==> config.mk <==
export PLATFORM = sky130hd
export DESIGN_NAME = systemizer_seq_flat
export DESIGN_NICKNAME = d
export VERILOG_FILES = /design/src/rtl/systemizer_pkg.sv /design/src/rtl/systemizer_seq_if.sv /design/src/rtl/systemizer_wdt.sv /design/src/rtl/systemizer_seq.sv /design/src/flat_wrapper.sv
export SDC_FILE = /design/constraint.sdc
export NUM_CORES = 1
export LEC_CHECK = 0
export CORE_UTILIZATION = 62
export CTS_BUF_LIST = sky130_fd_sc_hd__clkbuf_16
export CTS_CLUSTER_DIAMETER = 100
export DETAILED_ROUTE_END_ITERATION = 16
export DONT_BUFFER_PORTS = 1
export PLACE_DENSITY = 0.8
export REMOVE_ABC_BUFFERS = 1
export SETUP_SLACK_MARGIN = 0.2
export SLEW_MARGIN = 20
export SYNTH_ARGS = -nofsm -noshare
export SYNTH_HDL_FRONTEND = slang
export SYNTH_HIERARCHICAL = 1
export SYNTH_SLANG_ARGS = --single-unit
==> constraint.sdc <==
create_clock -name clk -period 6.43 [get_ports clk]
set_input_delay 0.9645 -clock clk [delete_from_list [all_inputs] [get_ports clk]]
set_output_delay 0.9645 -clock clk [all_outputs]
set_load 0.05 [all_outputs]
==> src/rtl/systemizer_pkg.sv <==
// Shared types, op codes and size helpers for the two-pass systemizer sequencer.
package systemizer_pkg;

  localparam int unsigned OP_W = 2;

  localparam logic [OP_W-1:0] OP_IDLE = 2'b00;
  localparam logic [OP_W-1:0] OP_ELIM = 2'b01;

  typedef enum logic [1:0] {
    ST_IDLE  = 2'd0,
    ST_LEFT  = 2'd1,
    ST_RIGHT = 2'd2,
    ST_END   = 2'd3
  } state_t;

  function automatic int unsigned nb_left(input int unsigned n, input int unsigned l);
    return (l + n - 1) / n;
  endfunction

  function automatic int unsigned nb_total(input int unsigned n, input int unsigned k);
    return (k + n - 1) / n;
  endfunction

  // Wide enough to hold NB_K, so the last block index never wraps.
  function automatic int unsigned blk_width(input int unsigned n, input int unsigned k);
    return $clog2(nb_total(n, k) + 1);
  endfunction

endpackage

==> src/rtl/systemizer_seq_if.sv <==
// Handshake between the sequencer (master) and the phase engine (slave).
interface systemizer_seq_if #(
  parameter int unsigned BW = 5
);
  logic          phase_start;
  logic [BW-1:0] phase_block;
  logic          phase_last;
  logic          phase_partial;
  logic          phase_done;
  logic          phase_fail;

  modport master (
    output phase_start, phase_block, phase_last, phase_partial,
    input  phase_done, phase_fail
  );

  modport slave (
    input  phase_start, phase_block, phase_last, phase_partial,
    output phase_done, phase_fail
  );
endinterface

==> src/rtl/systemizer_wdt.sv <==
// Watchdog counter: cleared on each phase start, counts while waiting, flags expiry.
module systemizer_wdt #(
  parameter int unsigned WDT_CYCLES = 65535
) (
  input  logic clk,
  input  logic rst,
  input  logic clr,
  input  logic en,
  output logic expire_c
);
  localparam int unsigned CW = $clog2(WDT_CYCLES + 1);

  logic [CW-1:0] cnt_q;

  // Expires on the last waiting cycle so the registered fail lands WDT_CYCLES after start.
  assign expire_c = en && (cnt_q == CW'(WDT_CYCLES - 1));

  always_ff @(posedge clk or negedge rst) begin
    if (!rst) begin
      cnt_q <= '0;
    end else if (clr) begin
      cnt_q <= '0;
    end else if (en && !expire_c) begin
      cnt_q <= cnt_q + CW'(1);
    end
  end
endmodule

==> src/rtl/systemizer_seq.sv <==
// Two-pass phase sequencer: left L x L blocks, then optionally the right (K-L) columns.
// Define SYSTEMIZER_WDT_EN to build the phase watchdog; otherwise timeout stays 0.
module systemizer_seq
  import systemizer_pkg::*;
#(
  parameter int unsigned N          = 20,
  parameter int unsigned L          = 200,
  parameter int unsigned K          = 400,
  parameter int unsigned RIGHT_PASS = 1,
  parameter int unsigned WDT_CYCLES = 65535
) (
  input  logic            clk,
  input  logic            rst,
  input  logic            start,
  input  logic            abort,
  output logic            busy,
  output logic            done,
  output logic            success,
  output logic            fail,
  output logic            timeout,
  output logic [OP_W-1:0] gen_left_op,
  output logic [OP_W-1:0] gen_right_op,
  systemizer_seq_if.master ph
);
  localparam int unsigned NB_L = nb_left(N, L);
  localparam int unsigned NB_K = nb_total(N, K);
  localparam int unsigned BW   = blk_width(N, K);

  localparam logic [BW-1:0] LAST_L  = BW'(NB_L - 1);
  localparam logic [BW-1:0] LAST_K  = BW'(NB_K - 1);
  localparam logic [BW-1:0] FIRST_R = BW'(NB_L);
  localparam bit DO_RIGHT = (RIGHT_PASS != 0) && (NB_K > NB_L);
  localparam bit PART_L   = (L % N) != 0;
  localparam bit PART_K   = (K % N) != 0;

  state_t          state_q, state_d;
  logic [BW-1:0]   block_q, block_d;
  logic            busy_d, done_d, success_d, fail_d, timeout_d;
  logic            ps_d, last_d, part_d;
  logic [OP_W-1:0] lop_d, rop_d;
  logic            waiting_c, at_last_c, term_fail_c, wdt_expire_c;

  assign waiting_c   = (state_q == ST_LEFT) || (state_q == ST_RIGHT);
  assign at_last_c   = (state_q == ST_LEFT) ? (block_q == LAST_L) : (block_q == LAST_K);
  assign term_fail_c = ph.phase_fail || wdt_expire_c;
  assign ph.phase_block = block_q;

`ifdef SYSTEMIZER_WDT_EN
  systemizer_wdt #(.WDT_CYCLES(WDT_CYCLES)) u_wdt (
    .clk      (clk),
    .rst      (rst),
    .clr      (ps_d),
    .en       (waiting_c),
    .expire_c (wdt_expire_c)
  );
`else
  logic unused_wdt;
  assign wdt_expire_c = 1'b0;
  assign unused_wdt   = ^WDT_CYCLES;
`endif

  // Next state plus next values of every registered output.
  always_comb begin
    state_d   = state_q;
    block_d   = block_q;
    done_d    = 1'b0;
    ps_d      = 1'b0;
    success_d = success;
    fail_d    = fail;
    timeout_d = timeout;
    if (abort) begin
      state_d = ST_IDLE;
      block_d = '0;
    end else begin
      unique case (state_q)
        ST_IDLE: begin
          if (start) begin
            state_d   = ST_LEFT;
            block_d   = '0;
            ps_d      = 1'b1;
            success_d = 1'b0;
            fail_d    = 1'b0;
            timeout_d = 1'b0;
          end
        end
        ST_LEFT, ST_RIGHT: begin
          // Fail (engine or watchdog) wins over a coincident done; block is held.
          if (term_fail_c) begin
            state_d   = ST_IDLE;
            done_d    = 1'b1;
            fail_d    = 1'b1;
            timeout_d = wdt_expire_c;
          end else if (ph.phase_done) begin
            if (!at_last_c) begin
              block_d = block_q + BW'(1);
              ps_d    = 1'b1;
            end else if ((state_q == ST_LEFT) && DO_RIGHT) begin
              state_d = ST_RIGHT;
              block_d = FIRST_R;
              ps_d    = 1'b1;
            end else begin
              state_d = ST_END;
            end
          end
        end
        ST_END: begin
          state_d   = ST_IDLE;
          block_d   = '0;
          done_d    = 1'b1;
          success_d = 1'b1;
        end
        default: state_d = ST_IDLE;
      endcase
    end
    busy_d = (state_d != ST_IDLE);
    lop_d  = (state_d == ST_LEFT)  ? OP_ELIM : OP_IDLE;
    rop_d  = (state_d == ST_RIGHT) ? OP_ELIM : OP_IDLE;
    last_d = ((state_d == ST_LEFT)  && (block_d == LAST_L)) ||
             ((state_d == ST_RIGHT) && (block_d == LAST_K));
    part_d = last_d && (((state_d == ST_LEFT) && PART_L) || ((state_d == ST_RIGHT) && PART_K));
  end

  always_ff @(posedge clk or negedge rst) begin
    if (!rst) begin
      state_q <= ST_IDLE;
      block_q <= '0;
    end else begin
      state_q <= state_d;
      block_q <= block_d;
    end
  end

  always_ff @(posedge clk or negedge rst) begin
    if (!rst) begin
      busy             <= 1'b0;
      done             <= 1'b0;
      success          <= 1'b0;
      fail             <= 1'b0;
      timeout          <= 1'b0;
      gen_left_op      <= OP_IDLE;
      gen_right_op     <= OP_IDLE;
      ph.phase_start   <= 1'b0;
      ph.phase_last    <= 1'b0;
      ph.phase_partial <= 1'b0;
    end else begin
      busy             <= busy_d;
      done             <= done_d;
      success          <= success_d;
      fail             <= fail_d;
      timeout          <= timeout_d;
      gen_left_op      <= lop_d;
      gen_right_op     <= rop_d;
      ph.phase_start   <= ps_d;
      ph.phase_last    <= last_d;
      ph.phase_partial <= part_d;
    end
  end
endmodule
==> src/flat_wrapper.sv <==
// flat-port wrapper written by rule: the top's interface ports become plain ports
module systemizer_seq_flat import systemizer_pkg::*;
#(
  parameter int unsigned N          = 20,
  parameter int unsigned L          = 200,
  parameter int unsigned K          = 400,
  parameter int unsigned RIGHT_PASS = 1,
  parameter int unsigned WDT_CYCLES = 65535
)
  (clk, rst, start, abort, busy, done, success, fail, timeout, gen_left_op, gen_right_op, ph_phase_start, ph_phase_block, ph_phase_last, ph_phase_partial, ph_phase_done, ph_phase_fail);
  systemizer_seq_if ph_i ();
  input  logic clk;
  input  logic rst;
  input  logic start;
  input  logic abort;
  output logic busy;
  output logic done;
  output logic success;
  output logic fail;
  output logic timeout;
  output logic [OP_W-1:0] gen_left_op;
  output logic [OP_W-1:0] gen_right_op;
  output wire logic [$bits(ph_i.phase_start)-1:0] ph_phase_start;
  output wire logic [$bits(ph_i.phase_block)-1:0] ph_phase_block;
  output wire logic [$bits(ph_i.phase_last)-1:0] ph_phase_last;
  output wire logic [$bits(ph_i.phase_partial)-1:0] ph_phase_partial;
  input wire logic [$bits(ph_i.phase_done)-1:0] ph_phase_done;
  input wire logic [$bits(ph_i.phase_fail)-1:0] ph_phase_fail;
  assign ph_phase_start = ph_i.phase_start;
  assign ph_phase_block = ph_i.phase_block;
  assign ph_phase_last = ph_i.phase_last;
  assign ph_phase_partial = ph_i.phase_partial;
  assign ph_i.phase_done = ph_phase_done;
  assign ph_i.phase_fail = ph_phase_fail;
  systemizer_seq #(.N(N), .L(L), .K(K), .RIGHT_PASS(RIGHT_PASS), .WDT_CYCLES(WDT_CYCLES)) u_core (.clk(clk), .rst(rst), .start(start), .abort(abort), .busy(busy), .done(done), .success(success), .fail(fail), .timeout(timeout), .gen_left_op(gen_left_op), .gen_right_op(gen_right_op), .ph(ph_i));
endmodule
# Word-level counts from Yosys, hierarchy flattened
# Cells that the tools add are included.
# W data, S select, Z words.
[totals] mem_bits_ro=0 regBits=18 n_memories=0 latchBits=0 output_inout_bits=17 wordCells=67 ram_bits=0 inputBits=6
[classes] shifts=0 bitwise_logic=1 n_lt_le_gt_ge=0 multipliers=0 addsub=1 muxes=33 div=0 eq_ne=11 reduce_logical=10
[op_table] op="$mux W5" n=6
[op_table] op="$mux W1" n=15
[op_table] op="$pmux W5 S3" n=1
[op_table] op="$eq A5 B4 Y1 const B" n=2
[op_table] op="$eq A5 B5 Y1 const B" n=2
[op_table] op="$mux W2" n=5
[op_table] op="$pmux W1 S2" n=5
[op_table] op="$eq A2 B2 Y1 const B" n=3
[op_table] op="$pmux W2 S3" n=1
[op_table] op="$reduce_bool A2 Y1" n=3
[op_table] op="$add A5 B1 Y5 const B" n=1
[op_table] op="$eq A2 B1 Y1 const B" n=2
[op_table] op="$ne A2 B2 Y1 const B" n=2
[op_table] op="$reduce_and A4 Y1" n=1
[op_table] op="$reduce_and A3 Y1" n=1
[op_table] op="$logic_and A1 B1 Y1" n=2
[op_table] op="$logic_not A2 Y1" n=1
[op_table] op="$reduce_or A2 Y1" n=1
[op_table] op="$logic_or A1 B1 Y1" n=1
[op_table] op="$not A1 Y1" n=1

# Depth between registers and ports, before layout
[logic_depth] depth_word=10 depth_mapped=11 mapped_depth_nobuf=11

# Worst setup path after synthesis
# Ideal clock, no wire load.
[synth_path] kind="register to register" startpoint="register u_core.block_q[3] (netlist: u_core/ph.phase_block[3])" endpoint="register u_core.ph.phase_last" n_path_buf=0 required_ps=6343 stages_incl_launch_ff=8 arrival_time_ps=2231 period_less_slack_ps=2318 setup_slack_ps=4112 setup_time_ps=87 cell_sequence="dfrtp_1 inv_1 ha_1 and3b_4 nand2_1 o311a_4 nand4b_1 a211oi_2"
[synth_via] elab_chain_cells=10 word_cells_on_any_way=23 classes_between="add/sub: 1; eq/ne: 6; mux: 13; reduce/logical: 3"
[synth_lines] element="from (decl)" line="systemizer_seq.sv:37" source="logic [BW-1:0] block_q, block_d;"
[synth_lines] element="from (signal assigned)" line="systemizer_seq.sv:129" source="block_q <= block_d;"
[synth_lines] element="parallel branches: the longest is 9 deep, another holds $add A5 B1 Y5"
[synth_lines] element="$logic_or A1 B1 Y1 (*)" line="systemizer_seq.sv:118" source="last_d = ((state_d == ST_LEFT) && (block_d == LAST_L)) ||"
[synth_lines] element="named net u_core.last_d" line="systemizer_seq.sv:39" source="logic ps_d, last_d, part_d;"
[synth_lines] element="to (signal assigned)" line="systemizer_seq.sv:154" source="ph.phase_last <= last_d;"
[synth_lines] element="to (decl)" line="systemizer_seq_if.sv:13" source="output phase_start, phase_block, phase_last, phase_partial,"
# Mark *: on every way through the listed nets, which the timed path passes.
# A chain may end at the register's enable or synchronous reset.

# Worst setup path in the final report
# Ends and elaborated chain as after synthesis.

==> metrics.txt <==
pwr dens roughly 240 nW/µm²; largest area contributor in the netlist dfrtp_1; Synth warnings 6; final estimated routing congestion in global placement about 0.83; initial antenna violation count 0; relative slew slack 56.10%; max cap viols 0; vias in the first global route 693; clk sinks 15; Via density between 6 and 7; core box area 1506 µm²; post-CTS sizing 0; Critical Path RT 6.59 ns; drt first-iter violations 22; root buffer cell clkbuf_16; Die Y-Extent between 40 and 50 µm; number of setup buffers added after CTS 0; fmax between 400 and 500 MHz; Hold WC Path Type primary input to asynchronous set/reset pin; gr ovfl total 0; DR vias between 700 and 800; Place WS approximately 4 ns; H-tree Lvls 1; Clk Latency, worst-skew pair around 0.25 ns; Inserted Diodes 0; Setup crit end kind register; WL per Instance 16.11 µm; total CTS buffers 3; first-pass GRT wire length ~3200 µm; largest net degree at the start of global routing 16; synthesized flop and latch total 15; CP startpoint u_core/ph.phase_block[3]; Pleak between 0.0004 and 0.0005 µW; Worst setup SP type register; min Tclk post-route around 2.5 ns; CP Class register to register; IO buf count 0; num rows 14; Final HPWL DP approximately 1400 µm; Avg Inst Size Synth slightly below 10 µm²; fillers between 100 and 150; worst-path maximum fanout 7; Post-Syn Area 993.5 µm²; CP Capture Point u_core/ph.phase_last; Slew Viols, Final 0; R2R Setup Slk between 3 and 4 ns; starting density of the core 65.95%; worst slew pin tran 0.6585 ns; GRT Total Usage 24.77%; die width approximately 42 µm; post-detailed-route count of antenna-violating nets 0; Die Footprint between 1500 and 2000 µm²; Max IR drop VDD 0.2337 mV; RSZ-0062 raised after global routing false; layout cells sized above 1 between 10% and 20%; Area Overhead vs Synth 6.675%; Hold Buf Count CTS 0; Reg clk slew, reported paths about 0.050 ns; top post-synthesis cells by area dfrtp_1 38%, ha_1 8.8%, inv_1 3.4%, buf_4 3.0%, nand2_1 2.6%; worst r2r src u_core/ph.phase_block[3]; # DRC 0; worst r2r dst u_core/ph.phase_last; sequential fraction of the synthesis area between 30% and 40%; nets roughly 120; setup TNS 0 ns; Cells after Synth approximately 100; Final Skew approximately 0.0015 ns; routed wire length 1933 µm; Pre-Repair DR Iteration Count 4; final core occ a little over two thirds; final worst slack between 3 and 4 ns; status completed; Reg2Reg Depth 7; final setup violation count 0; IO Count 23; final hold violation count 0; share of the synthesized area in the top cell type 37.78%; Unique masters post-synth 39; final worst-path cycle share a little under 40%; Longest Clk Path Bufs 2; worst path arrival time roughly 2.7 ns; TritonCTS clock tree done
logic make-up after synthesis:
group	synth area share, %
other	0.3775
adders and majority gates	8.816
buffers and inverters	7.934
DFF	37.78
and+or+nand+nor	26.20
AOI/OAI and AO/OA	16.75
muxes	2.141
layer usage:
layer | routed length [µm] | GRT usage (%) | share of wire (%)
met5 | 0 | 0 | 0
met3 | 134 | 6.897 | 6.9
met4 | 61 | 16.25 | 3.2
met2 | 877 | 35.94 | 45
met1 | 859 | 32.39 | 44
cells in the final DEF (no fill, tap or decap), drive strengths merged, types with 3 or more instances in the layout:
master   n
clkbuf   3
a31oi    3
inv      9
dfrtp   15
nand3    5
ha       7
nor3     4
a21oi    5
nor2     8
nand4    3
and2b    3
nand2    7
o21ai    5
conb     4
and2     3
how the worst min path moves through the flow:
| stage | endpoint | slack (ns) | cells past startpoint |
|---|---|---|---|
| 4_1_cts | u_core/ph.phase_start | 0.41 | 0 |
| 6_report | u_core/ph.phase_block[4] | 0.41 | 0 |
| 5_1_grt | u_core/gen_left_op[0] | 0.40 | 0 |
| 2_1_floorplan | u_core/ph.phase_start | 0.59 | 2 |
| 3_3_place_gp | u_core/ph.phase_start | 0.63 | 2 |
| 3_5_place_dp | u_core/ph.phase_start | 0.64 | 2 |
per-stage QoR:
| stage | hold slack (ns) | area [µm²] | std cells | power, µW |
|---|---|---|---|---|
| 6_report | 0.4105 | 1060 | 120 | 259.5 |
| 3_3_place_gp | 0.6259 | 979.7 | 116 | 138.6 |
| 5_1_grt | 0.4050 | 1060 | 120 | 267.3 |
| 2_1_floorplan | 0.5922 | 959.7 | 100 | 134.5 |
| 4_1_cts | 0.4084 | 1060 | 120 | 260.4 |
| 3_5_place_dp | 0.6449 | 979.7 | 116 | 138.5 |
critical path, stage by stage (launching register included):
cell	delay, ns
dfrtp_1	0.69
inv_1	0.11
ha_1	0.30
and3b_4	0.31
nand2_1	0.17
o311a_4	0.42
nand4b_1	0.19
a211oi_2	0.22
layout make-up:
cell class	instances	area, µm²	share of cell area [%]
clock buffer	3	75.07	7.084
clock inverter	1	5.005	0.4723
inverter	9	33.78	3.188
multi-input combinational	76	550.5	51.95
sequential	15	375.4	35.42
tap	16	20.02	1.889
cells in the mapped netlist, drive strengths merged:
master	n
mux2i	1
nand3	5
nand4	3
conb	1
a21o	1
or2b	1
a211o	1
o311a	2
and2b	3
mux2	1
clkbuf	1
nand2b	1
and3b	1
o21ai	5
a311o	1
nor2b	2
ha	7
nand2	7
inv	9
dfrtp	15
nor3	4
nand4bb	2
and3	1
nand4b	1
a211oi	2
buf	5
o211ai	1
and2	3
a21oi	5
nor2	8
a31oi	3
power breakdown:
group | leakage (µW) | switching [µW] | internal [µW]
Combinational | 0.000243 | 19.2 | 10.3
Sequential | 0.000206 | 10.7 | 97.5
Clock | 0.0000409 | 38.8 | 83.1
sequential cells by signal (all words and copies together) (netlist names):
register,cells
u_core/ph.phase_block,5
u_core/state_q,2
u_core/busy,1
u_core/done,1
u_core/fail,1
u_core/gen_left_op,1
u_core/gen_right_op,1
u_core/ph.phase_last,1
u_core/ph.phase_start,1
u_core/success,1
Note: power is estimated with default switching activity, not from simulation.
